## src/rtl/fifo_sync_flags.sv

```systemverilog
// Single-clock FIFO of any depth >= 2 with standard or first-word-fall-through output,
// an occupancy count, programmable almost-full/almost-empty flags and sticky error flags.
module fifo_sync_flags #(
    parameter int DataWidth         = 32,
    parameter int FifoDepth         = 16,
    parameter int Fwft              = 0,
    parameter int AlmostFullThresh  = FifoDepth - 2,
    parameter int AlmostEmptyThresh = 2,
    localparam int AddrWidth        = $clog2(FifoDepth),
    localparam int CountWidth       = $clog2(FifoDepth + 1)
) (
    input  logic                  clk,
    input  logic                  i_rst,
    input  logic                  i_write,
    input  logic [DataWidth-1:0]  i_write_data,
    input  logic                  i_read,
    input  logic                  i_clear_err,
    output logic [DataWidth-1:0]  o_read_data,
    output logic                  o_read_valid,
    output logic                  o_full,
    output logic                  o_empty,
    output logic                  o_almost_full,
    output logic                  o_almost_empty,
    output logic [CountWidth-1:0] o_count,
    output logic                  o_overflow,
    output logic                  o_underflow
);

    // Request/accept: i_write is taken only when o_full was low at the edge and i_read only
    // when o_empty was low; a refused request changes nothing except its sticky error flag.
    logic [AddrWidth-1:0]  wr_addr;
    logic [AddrWidth-1:0]  rd_addr;
    logic [CountWidth-1:0] count;
    logic                  write_en;
    logic                  read_en;
    logic [DataWidth-1:0]  mem [FifoDepth];

    assign write_en = i_write && !o_full;
    assign read_en  = i_read && !o_empty;

    assign o_count        = count;
    assign o_empty        = (count == '0);
    assign o_full         = (count == CountWidth'(FifoDepth));
    assign o_almost_full  = (count >= CountWidth'(AlmostFullThresh));
    assign o_almost_empty = (count <= CountWidth'(AlmostEmptyThresh));

    // Explicit wrap so that non-power-of-two depths work.
    function automatic logic [AddrWidth-1:0] next_addr(input logic [AddrWidth-1:0] addr);
        return (addr == AddrWidth'(FifoDepth - 1)) ? '0 : addr + AddrWidth'(1);
    endfunction

    always_ff @(posedge clk) begin
        if (i_rst) begin
            wr_addr <= '0;
            rd_addr <= '0;
            count   <= '0;
        end else begin
            if (write_en) wr_addr <= next_addr(wr_addr);
            if (read_en)  rd_addr <= next_addr(rd_addr);
            case ({write_en, read_en})
                2'b10:   count <= count + CountWidth'(1);
                2'b01:   count <= count - CountWidth'(1);
                default: count <= count;
            endcase
        end
    end

    always_ff @(posedge clk) begin
        if (write_en && !i_rst) mem[wr_addr] <= i_write_data;
    end

    // A new error in the same cycle as a clear wins, so the flag stays set.
    always_ff @(posedge clk) begin
        if (i_rst) begin
            o_overflow  <= 1'b0;
            o_underflow <= 1'b0;
        end else begin
            if (i_write && o_full)  o_overflow <= 1'b1;
            else if (i_clear_err)   o_overflow <= 1'b0;
            if (i_read && o_empty)  o_underflow <= 1'b1;
            else if (i_clear_err)   o_underflow <= 1'b0;
        end
    end

    if (Fwft != 0) begin : g_fwft
        assign o_read_data  = mem[rd_addr];
        assign o_read_valid = !o_empty;
    end else begin : g_std
        logic [DataWidth-1:0] rd_data_q;
        logic                 rd_valid_q;

        always_ff @(posedge clk) begin
            if (i_rst) begin
                rd_data_q  <= '0;
                rd_valid_q <= 1'b0;
            end else begin
                rd_valid_q <= read_en;
                if (read_en) rd_data_q <= mem[rd_addr];
            end
        end

        assign o_read_data  = rd_data_q;
        assign o_read_valid = rd_valid_q;
    end

endmodule

```

## config.mk

```make
export PLATFORM = sky130hd
export DESIGN_NAME = fifo_sync_flags
export DESIGN_NICKNAME = d
export VERILOG_FILES = /design/src/rtl/fifo_sync_flags.sv
export SDC_FILE = /design/constraint.sdc
export NUM_CORES = 1
export LEC_CHECK = 0
export ABC_AREA = 1
export BUFFER_PORTS_ARGS = -buffer_cell sky130_fd_sc_hd__buf_2
export CORE_UTILIZATION = 35
export DETAILED_ROUTE_END_ITERATION = 12
export GPL_TIMING_DRIVEN = 0
export PLACE_DENSITY = 0.51
export SETUP_SLACK_MARGIN = 0.15
export SYNTH_ARGS = -nofsm -noshare
export SYNTH_HDL_FRONTEND = slang
export SYNTH_SLANG_ARGS = --single-unit
export TNS_END_PERCENT = 20
```

## constraint.sdc

```tcl
create_clock -name clk -period 3.9 [get_ports clk]
set_input_delay 0.195 -clock clk [delete_from_list [all_inputs] [get_ports clk]]
set_output_delay 0.195 -clock clk [all_outputs]
set_load 0.1 [all_outputs]
```

==> qor.txt <==
outcome: complete, no violations
insertion delay to the later sink of the worst-skew pair: 0.63 ns
Root Buffer Master: clkbuf_16
vias in the first global route: 16100
Clock Path Buffers: 3
Via density: 4.86
Worst path slowest cell: dfxtp_1
Yosys top cell area share: 64.0%
Final setup viols: 0
final wirelength: 73.9 mm
actual slew at the worst max-slew pin: 1.18 ns
core box area: 67500 sq um
Synth area leader: edfxtp_1
Num CTS Buffers: 60
global route overflow: 0
Avg Synthesized Cell Area: 10.4 sq um
DP Wirelength: 47.7 mm
Final ANT Viol Nets: 0
Area Growth Syn to Fin: 17.9%
Async S/R FF share, synth: 0%
Most common cell on crit path: nand2_1
cell area after placement: 26000 sq um
unrepaired setup endpoints after global routing: false
largest net degree at the start of global routing: 22
setup bufs post-CTS: 0
Critical Path RT: 4.46 ns
WS Path Type: register to register
first-pass GRT wire length: 107 mm
clock skew: 0.0199 ns
CP startpoint kind: register
Critical path origin: o_count[4]$_SDFFE_PP0P_
Setup crit end kind: register
delay-heaviest family, CP: buffers and inverters
peak supply drop: 0.332 mV
fin crit period: 2.99 ns
# diodes: 0
cts hold-fix bufs: 36
initial antenna violation count: 1
Synth area leaders: edfxtp_1 (64%), nand3_1 (9.5%), nand2_1 (8.4%), inv_1 (6.4%), dfxtp_1 (4.0%)
Die Ht: 264 microns
cell depth of the worst flop-to-flop path: 15
share of layout cells above drive strength 1: 14.5%
I/O Pins: 81
DR DRC count: 0
final hold violation count: 0
Reg2Reg Setup Slack: 0.91 ns
CP Cell Sequence: inv_1 > nand4_1 > nand2_1 > inv_2 > buf_2 > ha_1 > inv_1 > fa_1 > inv_1 > nand2_1 > a21boi_0 > o21bai_1 > nand2_1 > nand2_1 > a21oi_1
Max Cap Violations: 0
fin area: 28300 sq um
initial core utilization: 35.6%
Cell Area, Synth: 24000 sq um
worst path bufs/invs: 5
Clock transition at path regs: 0.07 ns
PortBufs: 79
reg-to-reg critical path endpoint: o_count[4]$_SDFFE_PP0P_
row count: 95
Worst Hold Class: input port to register
Initial DRT Pass Iterations: 5
commonest non-fill, non-tap cell in the layout: nand2_1
worst flop-to-flop path startpoint: o_count[4]$_SDFFE_PP0P_
Crit path depth: 15
Vias: 16700
slew margin rel.: 21.1%
Main synth FF type: edfxtp_1
critical path fanouts, max: 10
flops & latches, synth: 560
sequential area share after synthesis: 68.0%
CTS tree: built
crit path DAT: 3.55 ns
Post-synth EDFFs: 512
Cells after Synth: 2311
Placer Congestion: 0.789
# resized after CTS: 0
distinct cell type count after synthesis: 28
nets: 2560
P_leak: 11.8 nW
Final Cycle Share: 76.7%
Die ar.: 69700 sq um
WL/cell: 21.5 microns
most frequent cells in the layout: nand2_1 (538), edfxtp_1 (512), nand3_1 (456)
Slew Viols, Final: 0
worst setup margin: 0.908 ns
overall power: 18.7 mW
Syn Nets: 2358
Yosys warning count: 0
slowest stage delay, CP: 0.47 ns
Power Density: 659 nW/um^2
Iteration-0 DRC Markers: 1617
gr usage total: 21.1%
pre-CTS setup slack: 0.901 ns
CTS H-Tree Depth: 2
clk sinks: 560
crit path capture: o_count[4]$_SDFFE_PP0P_
fmax: 334 MHz
Die Width: 264 microns
Yosys cell counts (all sizes together) (2+ instances only):
library cell and number:
a21oi 13, buf 73, clkbuf 45, dfxtp 48, edfxtp 512, ha 9
inv 410, nand2 538, nand3 456, nand4 2, nor2 85, nor3 4
o21ai 8, or2 96, xor2 4
flip-flops by register name (all words and copies together), names as in the netlist:
register,cells
o_count,5
o_read_valid,1
o_read_data,32
rd_addr,4
o_overflow,1
wr_addr,4
mem,512
o_underflow,1
worst min-delay path, cell delays in order:
cell           delay (ns)
buf_2                0.08
inv_1                0.04
nand2_1              0.05
a21oi_1              0.06
dlygate4sd3_1        0.54
cell type report:
cell class | instances | area (sq um)
Tap cell | 873 | 1090
Sequential cell | 560 | 16300
Timing Repair Buffer | 140 | 1170
Inverter | 411 | 1540
Multi-Input combinational cell | 1222 | 5690
Clock buffer | 81 | 1620
Fill cell | 6488 | 39200
Clock inverter | 32 | 294
Buffer | 118 | 573
how the worst min path moves through the flow:
stage | startpoint | to | slack [ns] | cells past startpoint
final | i_clear_err | o_underflow$_SDFFE_PP0P_ | 0.38 | 5
after global placement | o_underflow$_SDFFE_PP0P_ | o_underflow$_SDFFE_PP0P_ | 0.45 | 2
after floorplan | i_write_data[0] | mem[0][0]$_DFFE_PP_ | 0.29 | 0
after global routing | i_clear_err | o_overflow$_SDFFE_PP0P_ | 0.41 | 5
after detailed placement | o_overflow$_SDFFE_PP0P_ | o_overflow$_SDFFE_PP0P_ | 0.46 | 2
after CTS | i_clear_err | o_overflow$_SDFFE_PP0P_ | 0.34 | 5
through the flow:
| stage | hold WS, ns | util (%) | cells | TNS, ns |
|---|---|---|---|---|
| after floorplan | 0.294 | - | 2311 | -45.13 |
| after global placement | 0.449 | 37.8 | 3263 | -689.94 |
| after detailed placement | 0.461 | 38.6 | 3288 | 0 |
| after CTS | 0.335 | 41.9 | 3437 | 0 |
| after global routing | 0.406 | 41.9 | 3437 | 0 |
| final | 0.380 | 41.9 | 3437 | 0 |
metal layers:
metal	GRT usage, %	vias to the layer above	wire (microns)
met1	28.8	8148	32900
met3	3.14	127	4320
met2	34.2	534	34300
li1	-	7906	-
met5	0	-	0
met4	7.17	0	2270
report_power, final:
group	internal [mW]	switching, mW
registers	6.79	0.122
logic	1.45	4.69
clock network	3.24	2.38
kinds of logic (layout without fill, tap and decap cells):
| group | count (synthesis) | after routing | share of synthesized area (%) |
|---|---|---|---|
| XOR/XNOR | 5 | 5 | 0.182 |
| AO/OA/AOI/OAI | 25 | 25 | 0.568 |
| flip-flops | 560 | 560 | 68.0 |
| adder cells (fa/ha/maj) | 10 | 10 | 0.552 |
| buffers and inverters | 529 | 782 | 8.81 |
| AND/OR/NAND/NOR | 1182 | 1182 | 21.9 |
Power figures use the tool's default switching activity.
